<file path="config.mk">
export PLATFORM = sky130hd
export DESIGN_NAME = smsdac8_decode_monitor
export DESIGN_NICKNAME = d
export VERILOG_FILES = /design/src/rtl/smsdac8_pkg.sv /design/src/rtl/smsdac8_pair_acc.sv /design/src/rtl/smsdac8_decode_monitor.sv
export SDC_FILE = /design/constraint.sdc
export NUM_CORES = 1
export LEC_CHECK = 0
export CORE_MARGIN = 5
export CORE_UTILIZATION = 48
export DETAILED_ROUTE_END_ITERATION = 6
export PLACE_DENSITY = 0.79
export SYNTH_ARGS = -nofsm -noshare
export SYNTH_HDL_FRONTEND = slang
export SYNTH_SLANG_ARGS = --single-unit
</file>
<file path="constraint.sdc">
create_clock -name clk -period 2.5 [get_ports clk]
set_input_delay 0.5 -clock clk [delete_from_list [all_inputs] [get_ports clk]]
set_output_delay 0.5 -clock clk [all_outputs]
set_load 0.005 [all_outputs]
</file>
<file path="src/rtl/smsdac8_pkg.sv">
// Shared types and constants for the 8-bit segmented DAC decode monitor.
// Pairs are indexed 0..6 from the 64-weight pair down to the 1-weight pair.
package smsdac8_pkg;

    localparam int NPAIRS = 7;

    typedef logic [7:0] code_t;

    localparam code_t PAIR_WT [NPAIRS] = '{8'd64, 8'd32, 8'd16, 8'd8, 8'd4, 8'd2, 8'd1};

    // Returns {a, b} for pair idx; the upper bit of each pair is the a element.
    function automatic logic [1:0] pair_bits(input logic [7:0] seg_hi,
                                             input logic [5:0] seg_lo,
                                             input int unsigned idx);
        logic [13:0] all_bits;
        logic [13:0] shifted;
        all_bits = {seg_hi, seg_lo};
        shifted  = all_bits << (2 * idx);
        return shifted[13:12];
    endfunction

endpackage

</file>
<file path="src/rtl/smsdac8_pair_acc.sv">
// One saturating signed usage-imbalance accumulator for a unit-element pair,
// with a sticky flag once |acc| exceeds BOUND.
module smsdac8_pair_acc #(
    parameter int ACC_W = 6,
    parameter int BOUND = 8
) (
    input  logic clk,
    input  logic rst_n,
    input  logic clr,
    input  logic en,
    input  logic a,
    input  logic b,
    output logic over
);

    localparam logic signed [ACC_W-1:0] ACC_MAX = {1'b0, {(ACC_W-1){1'b1}}};
    localparam logic signed [ACC_W-1:0] ACC_MIN = {1'b1, {(ACC_W-1){1'b0}}};
    localparam logic signed [ACC_W-1:0] ACC_ONE = {{(ACC_W-1){1'b0}}, 1'b1};

    logic signed [ACC_W-1:0] acc;
    logic signed [ACC_W-1:0] acc_nxt;
    int                      acc_int;
    logic                    over_nxt;

    always_comb begin
        acc_nxt = acc;
        if (a && !b && acc != ACC_MAX)
            acc_nxt = acc + ACC_ONE;
        else if (!a && b && acc != ACC_MIN)
            acc_nxt = acc - ACC_ONE;
        acc_int  = int'(acc_nxt);
        over_nxt = (acc_int > BOUND) || (acc_int < -BOUND);
    end

    always_ff @(posedge clk or negedge rst_n) begin
        if (!rst_n) begin
            acc  <= '0;
            over <= 1'b0;
        end else if (clr) begin
            acc  <= '0;
            over <= 1'b0;
        end else if (en) begin
            acc <= acc_nxt;
            if (over_nxt)
                over <= 1'b1;
        end
    end

endmodule

</file>
<file path="src/rtl/smsdac8_decode_monitor.sv">
// Decodes the 14 DAC unit elements back to a level and checks it against the
// latency-aligned reference code. Per-pair imbalance tracking under SMSDAC_IMBAL_EN.
module smsdac8_decode_monitor
    import smsdac8_pkg::*;
#(
    parameter int DAC_LAT = 2,
    parameter int ERR_W   = 8,
    parameter int ACC_W   = 6,
    parameter int BOUND   = 8
) (
    input  logic             clk,
    input  logic             rst_n,
    input  logic             in_valid,
    input  logic [7:0]       seg_hi,
    input  logic [5:0]       seg_lo,
    input  logic [7:0]       ref_code,
    input  logic             clr,
    output logic [7:0]       dec_code,
    output logic             dec_valid,
    output logic             mismatch,
    output logic [ERR_W-1:0] err_cnt,
    output logic             imbal_flag
);

    localparam int PRIME_MAX = DAC_LAT - 1;

    logic [8:0] dec_sum;
    logic [1:0] pb;
    code_t      ref_dly;
    logic [2:0] prime_cnt;
    logic       primed;
    logic       mismatch_d;

    always_comb begin
        dec_sum = '0;
        pb      = '0;
        for (int i = 0; i < NPAIRS; i++) begin
            pb      = pair_bits(seg_hi, seg_lo, i);
            dec_sum = dec_sum + 9'(PAIR_WT[i]) * (9'(pb[1]) + 9'(pb[0]));
        end
    end

    // Delay counted in valid samples: the tap holds the ref of DAC_LAT-1 samples ago.
    generate
        if (DAC_LAT == 1) begin : g_nodly
            assign ref_dly = ref_code;
        end else begin : g_dly
            code_t ref_sr [DAC_LAT-1];
            always_ff @(posedge clk or negedge rst_n) begin
                if (!rst_n) begin
                    for (int i = 0; i < DAC_LAT-1; i++)
                        ref_sr[i] <= '0;
                end else if (in_valid) begin
                    ref_sr[0] <= ref_code;
                    for (int i = 1; i < DAC_LAT-1; i++)
                        ref_sr[i] <= ref_sr[i-1];
                end
            end
            assign ref_dly = ref_sr[DAC_LAT-2];
        end
    endgenerate

    assign primed     = (prime_cnt == 3'(PRIME_MAX));
    assign mismatch_d = in_valid && !clr && primed && (dec_sum[7:0] != ref_dly);

    always_ff @(posedge clk or negedge rst_n) begin
        if (!rst_n) begin
            prime_cnt <= '0;
            err_cnt   <= '0;
            mismatch  <= 1'b0;
            dec_valid <= 1'b0;
            dec_code  <= '0;
        end else begin
            dec_valid <= in_valid;
            mismatch  <= mismatch_d;
            if (in_valid)
                dec_code <= dec_sum[7:0];
            if (clr) begin
                prime_cnt <= '0;
                err_cnt   <= '0;
            end else begin
                if (in_valid && !primed)
                    prime_cnt <= prime_cnt + 3'd1;
                if (mismatch_d && err_cnt != '1)
                    err_cnt <= err_cnt + 1'b1;
            end
        end
    end

`ifdef SMSDAC_IMBAL_EN
    logic [NPAIRS-1:0] pair_over;

    for (genvar g = 0; g < NPAIRS; g++) begin : g_acc
        logic [1:0] ab;
        assign ab = pair_bits(seg_hi, seg_lo, g);
        smsdac8_pair_acc #(
            .ACC_W (ACC_W),
            .BOUND (BOUND)
        ) u_acc (
            .clk   (clk),
            .rst_n (rst_n),
            .clr   (clr),
            .en    (in_valid),
            .a     (ab[1]),
            .b     (ab[0]),
            .over  (pair_over[g])
        );
    end

    assign imbal_flag = |pair_over;
`else
    assign imbal_flag = 1'b0;
`endif

endmodule

</file>
==> impl.org <==
** Floorplanning
- The die is 69.43 um wide.
- 45 I/O pins were placed.
- After floorplanning, the core was sized to cover 3390 um2.
- Y dimension of the die :: ~69 um
- The floorplan has 21 rows.
- Initial Util :: 50.02%
- The die covers 4821 um2.

** Finish
- Post-layout net count :: about 260
- Layout overhead on the synthesized area :: 55.13%
- Once layout is complete, the utilization of the core stands at about 78%.
- After filler insertion, the fill cell instance count of the layout stands at roughly 220.
- Ant diodes :: 0
- Share of post-route cells with drive strength above 1 :: between 30 and 40%
- Leaving out fill and tap cells, the most frequent cells in the layout are 29 x sky130_fd_sc_hd__dfrtp_1, 29 x sky130_fd_sc_hd__clkdlybuf4s50_1, 25 x sky130_fd_sc_hd__buf_4.

** Power
- Switching power share of the total :: between 20% and 30%
- The internal portion of the total power is 0.001054 W.
- VDD sags by at most roughly 390 uV.
- Summed over all cells, the static leakage comes to roughly 1.1 nW.
- The share of total power dissipated in combinational logic is between 30% and 40%.
- Part of the total power dissipated in the clock network :: 28.2%
- Power spent charging and discharging nets :: between 0.0003 and 0.0004 W
- Portion of total power attributed to sequential cells :: around two fifths
- Total power density per cell area :: 550.5 nW/um2

** Place
- Number of buffer cells added on primary ports :: between 40 and 50
- Summed over all nets, the half-perimeter wirelength after detailed placement is 3085 um.
- Routability cong. :: 0.7729

** Status
- Outcome :: finished, violations left
- The checks that failed: negative setup slack.

** Yosys
- Of all flip-flops after synthesis, the portion carrying an async set or reset was 100.0%.
- The netlist uses 37 different library cells.
- Dividing the synthesized area by the synthesized cell count gives roughly 11 um2.
- The share of the Yosys chip area taken by registers is a little over two fifths.
- In the synthesized netlist the dominant register cell turns out to be sky130_fd_sc_hd__dfrtp_1.
- The Yosys step of the flow raised 0 warnings.
- Top post-synthesis cells by area :: sky130_fd_sc_hd__dfrtp_1 43%, sky130_fd_sc_hd__ha_1 12%, sky130_fd_sc_hd__mux2_2 9.3%, sky130_fd_sc_hd__xnor2_1 4.1%, sky130_fd_sc_hd__xor2_1 4.1%
- Synthesis handed over a netlist of roughly 150 instances.
- Most area-hungry cell type in the Yosys netlist :: sky130_fd_sc_hd__dfrtp_1
- After synthesis the netlist holds a flip-flop and latch count of 29.
- Summing every instance area after synthesis gives around 1700 um2.
- The synthesized design devotes to its leading area cell type a little over two fifths of total area.
- The number of nets in the synthesized netlist is a little under 200.
- Number of enable-type register cells in the synthesized netlist :: 0

** Setup path
- Worst Path Arrival :: roughly 2.9 ns
- STA classifies the critical path endpoint as a register.
- Top fanout value on the critical path :: 3
- Slowest stage cell on the critical path :: sky130_fd_sc_hd__or4_4
- In this design, the stage delay of the slowest critical-path cell is around 0.48 ns.
- On the critical path the largest part of the delay comes from compound AO/OA/AOI/OAI gates.
- STA classifies the critical path startpoint as an input port.
- Cell breakdown of the critical path :: buf_6 -> ha_4 -> ha_4 -> or3_4 -> o221a_4 -> o21a_1 -> o2111a_1 -> a21o_1 -> or4_4 -> a21oi_2
- Cell repeated most along the worst path :: sky130_fd_sc_hd__ha_4
- Counting both buffers and inverters, the worst setup path holds a total of 1.
- Worst reg2reg startpoint :: prime_cnt[1]
- Category of the most critical setup path :: input port to register
- Critical path origin :: seg_lo[5]
- Data on the critical path is required at its endpoint by between 2 and 3 ns.

** Global routing
- Global-route wire length before repair :: ~7400 um
- For this run, the total global-route usage over all layers was measured as around a fifth.
- Number of global-route vias before repair :: roughly 1,600
- Remaining global-route overflow :: 0
- Entering global routing, the biggest net connects 30 pins.
- The initial antenna violation count came to 0.

** Timing
- Subtracting the final worst setup slack from the clock period gives between 2 and 3 ns.
- Number of setup violations in the final report :: 8
- The final count of hold timing violations is 0.
- In the final timing run, aggregate negative setup slack is -0.4860 ns.
- Post-route fraction of the period consumed by the critical path :: 104.2%
- Fmax :: 383.9 MHz
- Setup repair after global routing could not meet its margin everywhere.
- The tightest hold path in the finished design has a slack of between 0.5 and 0.6 ns.
- Worst clock skew :: between 0.008 and 0.009 ns
- Across all setup checks in the final design, the least slack found is -0.1047 ns.
- Number of slew-limit violations in the final report :: 0

** Clocking
- Number of clock buffers inserted by TritonCTS :: 5
- CTS saw 29 sinks.
- No sink is reached through more buffers than the 2 on the longest clock path.
- Clock root cell :: sky130_fd_sc_hd__clkbuf_4
- Clock insertion delay at the later pin of the skew report :: between 0.3 and 0.4 ns
- Clock tree from TritonCTS :: done
- After clock tree synthesis, the clock-pin slew on the worst setup and hold paths is ~0.1 ns.
- Number of levels in the clock H-tree :: 2
- Buffers inserted to repair hold after CTS numbered 0.

** Drt
- For this run, design rule violations remaining after detail routing come to 0.
- Detailed Route WL :: about 4500 um
- The first routing iteration left 75 violations.
- Average routed wire per standard cell :: 16.64 um
- DR vias :: between 1,000 and 1,500
- The first detailed-routing pass ran for 4 iterations.
- Antenna Nets Post-Route :: 0
- Vias/cell :: between 5 and 6

** Min path
- The worst hold path begins at dec_code[4].
- In this run the worst hold path is classified as register to register.

** Flow run
- Count of max-cap constraint violations :: 0
## metrics by stage
stage	power, W	std cells	instance area, um2	worst slack [ns]
2_1_floorplan	0.0007791	151	1757	-0.3001
3_3_place_gp	0.0009689	257	2380	-0.8159
3_5_place_dp	0.0009939	257	2380	-0.9023
4_1_cts	0.001436	268	2555	-0.1277
5_1_grt	0.001526	269	2630	-0.1679
6_report	0.001448	269	2630	-0.1047
## kinds of logic (layout without fill, tap and decap cells)
| family | after synthesis | count (layout) | share of synthesized area, % |
|---|---|---|---|
| and+or+nand+nor | 36 | 36 | 11.14 |
| AOI/OAI and AO/OA | 29 | 29 | 11.22 |
| DFF | 29 | 29 | 42.80 |
| xor gates and xnor gates | 18 | 18 | 11.07 |
| adders and majority gates | 16 | 16 | 11.81 |
| muxes | 15 | 15 | 9.889 |
| buffers and inverters | 7 | 79 | 1.845 |
| other | 1 | 1 | 0.2212 |
## state kept, by name, summed over array words and instances (netlist names)
name / flops
err_cnt: 8
dec_valid: 1
g_dly.ref_sr: 8
prime_cnt: 3
mismatch: 1
dec_code: 8
## area by class of cell
cell class,instances,area (um2),share of cell area (%)
Sequential cell,29,725.7,27.59
Timing Repair Buffer,69,600.6,22.84
Tap cell,46,57.56,2.188
Clock buffer,7,55.05,2.093
Clock inverter,1,30.03,1.142
Multi-Input combinational cell,115,1154,43.86
Inverter,2,7.507,0.2854
## timing repair
action / in CTS / in global routing
setup buffers: 3 / 1
pin swaps: 20 / 3
setup endpoints to repair: 10 / 9
resized for setup: 52 / 12
## worst paths after layout
path                              endpoint  slack [ns]  cells past startpoint
setup / recovery                err_cnt[5]       -0.10                     10
hold / removal                 dec_code[4]        0.52                      1
setup reg to reg                err_cnt[5]        0.41                      8
hold reg to reg                dec_code[4]        0.52                      1
max in group asynchronous      dec_code[3]        1.68                      2
min in group asynchronous  g_dly.ref_sr[4]        0.54                      2
## power groups by stage
stage	registers, W	clock network [W]	logic [W]
floorplan	0.000561	0	0.000218
global placement	0.000559	0	0.000409
detailed placement	0.000565	0	0.000429
CTS	0.000556	0.000417	0.000463
global route	0.000562	0.000437	0.000527
finish	0.000556	0.000408	0.000484
## cells in the mapped netlist (2+ instances only)
master                     count
sky130_fd_sc_hd__nor3_1        2
sky130_fd_sc_hd__a21o_1        3
sky130_fd_sc_hd__a31oi_1       2
sky130_fd_sc_hd__a311oi_1      2
sky130_fd_sc_hd__or3_1         4
sky130_fd_sc_hd__o31ai_1       2
sky130_fd_sc_hd__a21oi_1      11
sky130_fd_sc_hd__nor2_1        6
sky130_fd_sc_hd__inv_1         2
sky130_fd_sc_hd__and3_1        3
sky130_fd_sc_hd__o21a_1        2
sky130_fd_sc_hd__and2_1        2
sky130_fd_sc_hd__mux2_2       14
sky130_fd_sc_hd__nand3_1       6
sky130_fd_sc_hd__or4_1         2
sky130_fd_sc_hd__clkbuf_1      2
sky130_fd_sc_hd__xnor2_1       8
sky130_fd_sc_hd__o21ai_0       3
sky130_fd_sc_hd__xor2_1        8
sky130_fd_sc_hd__ha_1         16
sky130_fd_sc_hd__xor3_1        2
sky130_fd_sc_hd__dfrtp_1      29
sky130_fd_sc_hd__nand2_1       6
## layer usage
layer / share of wire, % / up-vias / GRT usage (%)
met3: 4.1 / 8 / 5.652
met5: 0 / - / 0
met4: 2.2 / 0 / 7.375
met2: 55 / 43 / 34.64
met1: 39 / 722 / 21.35
li1: - / 696 / -
## worst reg2reg max path: stages, from the launching register on
cell and delay, ns:
sky130_fd_sc_hd__dfrtp_1 0.42, sky130_fd_sc_hd__inv_1 0.07, sky130_fd_sc_hd__ha_1 0.16, sky130_fd_sc_hd__nand2b_1 0.12, sky130_fd_sc_hd__nor3b_1 0.35, sky130_fd_sc_hd__nand2_1 0.10, sky130_fd_sc_hd__a21o_1 0.20, sky130_fd_sc_hd__or4_4 0.48
sky130_fd_sc_hd__a21oi_2 0.12
(Power assumes the default switching activity.)
